$ cat src/rtl/tank_game_pkg.sv
// Shared types and constants for the tank game blocks.
package tank_game_pkg;

  localparam int unsigned NUM_TANKS = 4;
  localparam int unsigned TANK_W    = 2;

  localparam logic [7:0] KEY_FIRE = 8'h2C;
  localparam logic [7:0] KEY_Q    = 8'h14;
  localparam logic [7:0] KEY_E    = 8'h08;

  localparam logic [1:0] GS_PLAY = 2'd1;

  typedef enum logic [2:0] {
    PH_IDLE   = 3'd0,
    PH_AIM    = 3'd1,
    PH_FIRE   = 3'd2,
    PH_FLIGHT = 3'd3,
    PH_NEXT   = 3'd4,
    PH_OVER   = 3'd5
  } turn_phase_t;

endpackage

$ cat src/rtl/rr_next_alive.sv
// Round-robin search over live tanks: next after cur, lowest live index, live count.
module rr_next_alive
  import tank_game_pkg::*;
(
  input  logic [NUM_TANKS-1:0] alive,
  input  logic [TANK_W-1:0]    cur,
  output logic [TANK_W-1:0]    next,
  output logic [TANK_W-1:0]    lowest,
  output logic [2:0]           count
);

  logic [TANK_W-1:0] cand;

  always_comb begin
    next   = cur;
    lowest = '0;
    count  = '0;
    cand   = '0;
    for (int i = int'(NUM_TANKS) - 1; i >= 0; i--) begin
      if (alive[i]) lowest = TANK_W'(i);
    end
    for (int i = 0; i < int'(NUM_TANKS); i++) begin
      count = count + 3'(alive[i]);
    end
    // Walk offsets downward so the nearest live tank after cur wins.
    for (int k = int'(NUM_TANKS) - 1; k >= 1; k--) begin
      cand = cur + TANK_W'(k);
      if (alive[cand]) next = cand;
    end
  end

endmodule

$ cat src/rtl/turn_controller.sv
// Turn scheduler: aim countdown, fire handshake, shot wait and round-robin turn rotation.
module turn_controller
  import tank_game_pkg::*;
#(
  parameter int unsigned TURN_FRAMES = 600,
  parameter int unsigned TIMER_W     = 10
) (
  input  logic                 Clk,
  input  logic                 Reset,
  input  logic                 frame_tick,
  input  logic [1:0]           game_state,
  input  logic [7:0]           keycode,
  input  logic [NUM_TANKS-1:0] tank_alive,
  input  logic                 fire_ack,
  input  logic                 shot_done,
  output logic [TANK_W-1:0]    active_tank,
  output logic                 fire_req,
  output logic [2:0]           turn_phase,
  output logic [TIMER_W-1:0]   time_left,
  output logic                 game_over,
  output logic [TANK_W-1:0]    winner
);

  turn_phase_t         state, state_nx;
  logic [TANK_W-1:0]   active_tank_nx, winner_nx;
  logic [TIMER_W-1:0]  time_left_nx;
  logic                fire_req_nx, game_over_nx;
  logic                fire_armed, fire_armed_nx;

  logic [TANK_W-1:0]   rr_next, rr_lowest;
  logic [2:0]          rr_count;
  logic                playing, fire_press, few_left;
  logic [TANK_W-1:0]   sole_tank;

  rr_next_alive u_rr (
    .alive  (tank_alive),
    .cur    (active_tank),
    .next   (rr_next),
    .lowest (rr_lowest),
    .count  (rr_count)
  );

  assign playing    = (game_state == GS_PLAY);
  assign fire_press = (keycode == KEY_FIRE) && fire_armed;
  assign few_left   = (rr_count <= 3'd1);
  // A draw (nobody alive) reports tank 0 as winner.
  assign sole_tank  = (rr_count == 3'd1) ? rr_lowest : '0;
  assign turn_phase = state;

  // State and registered outputs.
  always_ff @(posedge Clk or posedge Reset) begin
    if (Reset) begin
      state       <= PH_IDLE;
      active_tank <= '0;
      fire_req    <= 1'b0;
      time_left   <= '0;
      game_over   <= 1'b0;
      winner      <= '0;
      fire_armed  <= 1'b0;
    end else begin
      state       <= state_nx;
      active_tank <= active_tank_nx;
      fire_req    <= fire_req_nx;
      time_left   <= time_left_nx;
      game_over   <= game_over_nx;
      winner      <= winner_nx;
      fire_armed  <= fire_armed_nx;
    end
  end

  // Next-state and next-output logic.
  always_comb begin
    state_nx       = state;
    active_tank_nx = active_tank;
    time_left_nx   = time_left;
    game_over_nx   = game_over;
    winner_nx      = winner;
    // Releasing the key re-arms; any sighting of the fire key consumes the arm.
    fire_armed_nx  = (keycode != KEY_FIRE);

    if (state != PH_IDLE && !playing) begin
      state_nx     = PH_IDLE;
      game_over_nx = 1'b0;
      winner_nx    = '0;
    end else begin
      unique case (state)
        PH_IDLE: begin
          if (playing) begin
            if (few_left) begin
              state_nx     = PH_OVER;
              game_over_nx = 1'b1;
              winner_nx    = sole_tank;
            end else begin
              state_nx       = PH_AIM;
              active_tank_nx = rr_lowest;
              time_left_nx   = TIMER_W'(TURN_FRAMES);
            end
          end
        end
        PH_AIM: begin
          if (!tank_alive[active_tank]) begin
            state_nx = PH_NEXT;
          end else if (fire_press) begin
            state_nx = PH_FIRE;
          end else if (frame_tick) begin
            if (time_left <= TIMER_W'(1)) begin
              time_left_nx = '0;
              state_nx     = PH_NEXT;
            end else begin
              time_left_nx = time_left - TIMER_W'(1);
            end
          end
        end
        PH_FIRE: begin
          if (fire_ack) state_nx = shot_done ? PH_NEXT : PH_FLIGHT;
        end
        PH_FLIGHT: begin
          if (shot_done) state_nx = PH_NEXT;
        end
        PH_NEXT: begin
          if (few_left) begin
            state_nx     = PH_OVER;
            game_over_nx = 1'b1;
            winner_nx    = sole_tank;
          end else begin
            state_nx       = PH_AIM;
            active_tank_nx = rr_next;
            time_left_nx   = TIMER_W'(TURN_FRAMES);
          end
        end
        PH_OVER: begin
          game_over_nx = 1'b1;
          winner_nx    = sole_tank;
        end
        default: state_nx = PH_IDLE;
      endcase
    end

    fire_req_nx = (state_nx == PH_FIRE);
  end

endmodule
$ cat config.mk
export PLATFORM = sky130hd
export DESIGN_NAME = turn_controller
export DESIGN_NICKNAME = d
export VERILOG_FILES = /design/src/rtl/tank_game_pkg.sv /design/src/rtl/rr_next_alive.sv /design/src/rtl/turn_controller.sv
export SDC_FILE = /design/constraint.sdc
export NUM_CORES = 1
export LEC_CHECK = 0
export ABC_AREA = 1
export CORE_MARGIN = 2
export CORE_UTILIZATION = 40
export CTS_CLUSTER_DIAMETER = 30
export DETAILED_ROUTE_END_ITERATION = 12
export PLACE_DENSITY = 0.66
export RECOVER_POWER = 50
export SLEW_MARGIN = 20
export SYNTH_ARGS = -nofsm -noshare
export SYNTH_HDL_FRONTEND = slang
export SYNTH_SLANG_ARGS = --single-unit
$ cat constraint.sdc
create_clock -name Clk -period 3.9 [get_ports Clk]
set_input_delay 0.39 -clock Clk [delete_from_list [all_inputs] [get_ports Clk]]
set_output_delay 0.39 -clock Clk [all_outputs]
set_load 0.02 [all_outputs]
==> results of run 1 <==
-- registers in the layout (all words and copies together), names as in the netlist --
name / cells
turn_phase: 3
active_tank: 2
fire_armed: 1
winner: 2
game_over: 1
time_left: 10
fire_req: 1
-- layer usage --
| layer | vias to the layer above | global-route usage [%] | part of all wire [%] |
|---|---|---|---|
| met2 | 30 | 30.9 | 48 |
| met1 | 776 | 25.6 | 48 |
| met4 | 0 | 5.64 | 1.5 |
| met3 | 7 | 2.27 | 2.7 |
| met5 | - | 0 | 0 |
| li1 | 919 | - | - |
-- worst min-delay path by stage --
stage,slack [ns],startpoint,end
after floorplan,0.35,Reset,active_tank[0]
after global placement,0.51,game_over,game_over
after detailed placement,0.51,game_over,game_over
after CTS,0.53,game_over,game_over
after global routing,0.54,game_over,game_over
final,0.52,game_over,game_over
-- stage by stage --
| stage | std cells | hold slack (ns) |
|---|---|---|
| after floorplan | 267 | 0.354 |
| after global placement | 351 | 0.511 |
| after detailed placement | 351 | 0.513 |
| after CTS | 355 | 0.529 |
| after global routing | 355 | 0.539 |
| final | 355 | 0.522 |
-- cell families (layout without fill, tap and decap cells) --
kind of cell / Yosys count / in the layout / share of synthesized area [%]
XOR/XNOR: 3 / 3 / 1.57
AND/OR/NAND/NOR: 169 / 169 / 44.8
buffers and inverters: 46 / 84 / 11.2
AO/OA/AOI/OAI: 23 / 23 / 7.62
adder cells (fa/ha/maj): 6 / 6 / 4.93
flip-flops: 20 / 20 / 29.9
-- cell usage in the layout, fill, tap and decap left out, types with 4 or more instances in the layout --
cell	n
nand2_1	87
inv_1	42
nand3_1	37
clkdlybuf4s50_1	29
nor2_1	23
dfrtp_1	20
o21ai_0	10
a21oi_1	8
dlygate4sd3_1	8
nand2_2	6
nor2_2	5
ha_1	5
nand3b_1	4
clkbuf_8	4
-- cell type report --
| type | instances | area (um2) | area share, % |
|---|---|---|---|
| Tap cell | 50 | 62.6 | 2.93 |
| Multi-Input combinational cell | 201 | 983 | 46.1 |
| Inverter | 43 | 161 | 7.57 |
| Sequential cell | 20 | 500 | 23.5 |
| Timing Repair Buffer | 37 | 370 | 17.4 |
| Clock buffer | 4 | 55.1 | 2.58 |
-- report_power, final --
| part | total (mW) | leakage (nW) | internal (mW) | switching, mW |
|---|---|---|---|---|
| registers | 0.378 | 0.255 | 0.276 | 0.102 |
| clock network | 0.161 | 0.0288 | 0.0899 | 0.0708 |
| logic | 0.822 | 0.834 | 0.323 | 0.499 |
| total | 1.36 | 1.12 | 0.689 | 0.672 |
-- worst max-delay path, cell delays in order --
cell and delay (ns):
clkdlybuf4s50_1 0.48, ha_1 0.31, inv_1 0.04, fa_1 0.38, ha_1 0.19, inv_1 0.06
nand3_1 0.40, nand2_2 0.38, nand2_1 0.08, nand2_1 0.06
==> flow_summary.ini, run 1 <==
[finish]
drive_above_1_share_pct = 6.23
finish.instance_area_mm2 = 0.00213
area_growth_pct = 27.4
n_antenna_cell = 0
nFillCells = 402
fin_nets = 331
final_core_util_pct = 53.3

[clock_network]
postCtsHoldBufs = 0
cts_max_level = 1
numCtsBuffers = 3
clkSinkCount = 20
cts_tree = yes
clk_pin_slew_ns = 0.08
cts-root-buf = clkbuf_8
worstSkewPairLatency_ns = 0.26
cts.path.max_buffers = 2
post_cts_resized = 0
post_cts_buffers = 0

[synthesis]
syn_area_mm2 = 0.00167
synth_top_area_share_pct = 29.9
yosysWarnings = 0
ys_seq_area_share_pct = 29.9
synth_area_per_cell_um2 = 6.27
ys_seq_elements = 20
syn_inst = 267
post-synth-top-count-cell = nand2_1
ys_types = 24
synthFlopType = dfrtp_1
synthArstFlopShare_pct = 100
synthTopCellsByCount = nand2_1 (87), inv_1 (41), nand3_1 (37)
synth.net_count = 292
synth.area.top_cells = dfrtp_1 (30%), nand2_1 (20%), nand3_1 (11%), inv_1 (9.2%), nor2_1 (4.9%)
yosysTopAreaCell = dfrtp_1
synth_edf_count = 0

[setup_path]
cp.required_ns = 4.10
rr_endpoint = time_left[0]
critPathArrivalTime_ns = 2.78
endpoint = time_left[0]
path_max_fanout = 14
timing_worst_setup_path_type = input port to flip-flop
critPathLaunchType = input port
r2r_slack_ns = 1.97
worstSetupEndpointType = flip-flop
timing.rr.start = active_tank[0]
critPathLaunch = tank_alive[0]
r2r_cells = 9

[timing]
setup_tns_ns = 0
rsz0062_at_grt = no
hold_viol = 0
max_freq_ghz = 0.388
setup_viol = 0
setup_ws_ns = 1.32
min_period_ns = 2.58
skew_ns = 0.00123
max_slew_margin_pct = 48.0
tightest_slew_ns = 0.780
maxSlewViolCount = 0
fin_crit_sh_pct = 66.1

[job]
max-cap-violations = 0

[placement]
gp_congestion = 0.846
dpl_cell_area_mm2 = 0.00208
dp_slack_ns = 1.05
hpwl_um = 3120
port_buffers = 37

[global_route]
overflow = 0
grt_pass1_wl_um = 6760
grt_usage_pct = 18.7
grt_max_degree = 21
antenna_found_initial = 0
grt_pass1_vias = 1572

[floorplanning]
die_area_mm2 = 0.00472
core_mm2 = 0.00400
pin_count = 38
dieHeight_um = 68.7
fp-row-count = 23
die_w_um = 68.7
initial_utilization_pct = 41.9

[worst_hold_path]
min_path_cells = 2
hold_class = flip-flop to flip-flop

[pwr]
peakVddDrop_uv = 279
power_density_mw_per_mm2 = 638
leakagePower_nw = 1.12
finalPower_mw = 1.36

[route]
dr.pass1.iters = 4
avgViaCountPerCell = 4.88
wl_per_cell_um = 11.3
vias = 1732
drtAntennaViolNets = 0
wl_um = 4020
drc = 0
dr.first_iter.drc_count = 100

[outcome]
status = finished clean
Note: power is estimated with default switching activity, not from simulation.
==> run 2: changes to the inputs <==
Settings changed: PLACE_DENSITY 0.66 to 0.69.
Clock period 3.9 ns to 2.2 ns, I/O delays scaled along.
==> run 2 against run 1 <==
  * Final area up 4.8%
  * Count of clock-buffer cells in the layout down 1
  * Highest routed layer unchanged
  * Combinational power up 86%
  * Clock skew up 0.011 ns
  * Clock power up 130%
  * Sequential share of layout area down 1.1 points
  * Critical path type unchanged
  * Utilization up 2.6 points
  * Wire length down 1.5%
  * Worst setup slack worse by 1.1 ns
  * Die area unchanged
==> flow_summary.ini, run 2 (synthesis gave the netlist of run 1 again) <==
[worst_hold_path]
worstHoldStart = game_over
min_path_cells = 2
hold_class = flip-flop to flip-flop
hold_end = game_over

[timing]
max_slew_margin_pct = 24.9
worst_hold_slack_ns = 0.523
hold_viol = 0
rsz0062_at_grt = no
tightest_slew_ns = 1.13
setup_viol = 0
fin_crit_sh_pct = 89.9
maxSlewViolCount = 0
max_freq_ghz = 0.506
min_period_ns = 1.98
setup_ws_ns = 0.223
setup_tns_ns = 0
skew_ns = 0.0123

[finish]
finish.instance_area_mm2 = 0.00224
layout_common_cells = nand2_1 (87), inv_1 (42), nand3_1 (36)
final_common_cell = nand2_1
largest_reg_flops = 10
fin_nets = 342
drive_above_1_share_pct = 9.81
area_growth_pct = 33.6
n_antenna_cell = 0
regMostFlops = time_left
regArea_um2 = 500
final_core_util_pct = 55.9
stdcell_count = 366
multi_input_area_um2 = 991
nFillCells = 398

[outcome]
status = finished clean

[route]
vias = 1766
drtAntennaViolNets = 0
drc = 0
dr.first_iter.drc_count = 130
wl_um = 3960
dr.pass1.iters = 4
wl_per_cell_um = 10.8
avgViaCountPerCell = 4.83

[global_route]
grt_max_degree = 21
overflow = 0
grt_pass1_wl_um = 6620
grt_pass1_vias = 1502
grt_usage_pct = 18.2
antenna_found_initial = 0

[setup_path]
r2r_cells = 9
cp_slowest_cell = clkdlybuf4s50_1
critPathBufInv = 2
critPathMostFrequentCell = ha_1
timing.rr.start = active_tank[0]
cp.required_ns = 2.38
cp_slowest_stage_delay_ns = 0.45
worstSetupEndpointType = flip-flop
critPathArrivalTime_ns = 2.16
rr_endpoint = time_left[1]
r2r_slack_ns = 0.49
critPathLaunchType = input port
path_max_fanout = 3
critical_path.top_delay_family = adder cells
timing_worst_setup_path_type = input port to flip-flop
crit_path_cell_trace = clkdlybuf4s50_1 -> ha_1 -> inv_1 -> fa_1 -> ha_1 -> nor3_1 -> nand3b_1 -> a21oi_1

[floorplanning]
pin_count = 38
initial_utilization_pct = 41.9
die_area_mm2 = 0.00472
die_w_um = 68.7
fp-row-count = 23
core_mm2 = 0.00400
dieHeight_um = 68.7

[clock_network]
cts.path.max_buffers = 2
clk_pin_slew_ns = 0.07
post_cts_buffers = 0
clkSinkCount = 20
cts_tree = yes
cts_max_level = 1
worstSkewPairLatency_ns = 0.26
cts-root-buf = clkbuf_8
numCtsBuffers = 3

[pwr]
leakagePower_nw = 1.18
power_density_mw_per_mm2 = 1140
peakVddDrop_uv = 474
finalPower_mw = 2.54

[job]
max-cap-violations = 0

[placement]
place_inst = 362
dpl_cell_area_mm2 = 0.00216
port_buffers = 37
gp_congestion = 0.829
hpwl_um = 3090
dp_slack_ns = -0.152
-- run 2: changes by cell type in the layout (fill, tap and decap cells not counted), sizes merged --
cell / delta
buf: +10
bufinv: +1
clkdlybuf4s50: -1
dlygate4sd3: +1
-- run 2: layout make-up --
type	count	area share (%)
Sequential cell	20	22.4
Inverter	43	7.22
Tap cell	50	2.80
Clock inverter	1	1.34
Multi-Input combinational cell	201	44.3
Timing Repair Buffer	48	20.1
Clock buffer	3	1.85
-- run 2: routing by layer --
layer / GRT usage, % / up-vias / wire length [um]
met5: 0 / - / 0
met4: 3.43 / 0 / 20
met3: 3.41 / 5 / 196
met2: 29.2 / 40 / 1850
met1: 25.7 / 784 / 1890
li1: - / 937 / -
-- run 2: how the worst max path moves through the flow --
stage / from / to / slack [ns] / cells after the start
after detailed placement: tank_alive[1] / time_left[1] / -0.15 / 10
after global routing: tank_alive[1] / winner[1] / 0.08 / 8
after CTS: tank_alive[1] / time_left[1] / 0.14 / 10
after global placement: tank_alive[1] / time_left[3] / -0.09 / 10
after floorplan: tank_alive[0] / time_left[4] / 0.43 / 9
final: tank_alive[1] / winner[1] / 0.22 / 8
-- run 2: what timing repair did --
item                                    in CTS  in global routing
resized for setup                            0                  1
endpoints found under the setup margin       0                  8
hold buffers                                 0                  0
-- run 2: worst register-to-register path, cell delays in order (launching register included) --
cell and delay (ns):
dfrtp_1 0.50, inv_1 0.23, nand2_1 0.08, nand3_1 0.07
nand2_1 0.08, nor2_2 0.12, nand4_2 0.18, buf_4 0.23
nand3_1 0.07, nand2_1 0.05
-- run 2: report_power, final --
group	total (mW)	internal, mW	leakage (nW)	switching (mW)
sequential	0.646	0.489	0.255	0.157
clock	0.369	0.243	0.0357	0.126
combinational	1.53	0.608	0.888	0.918
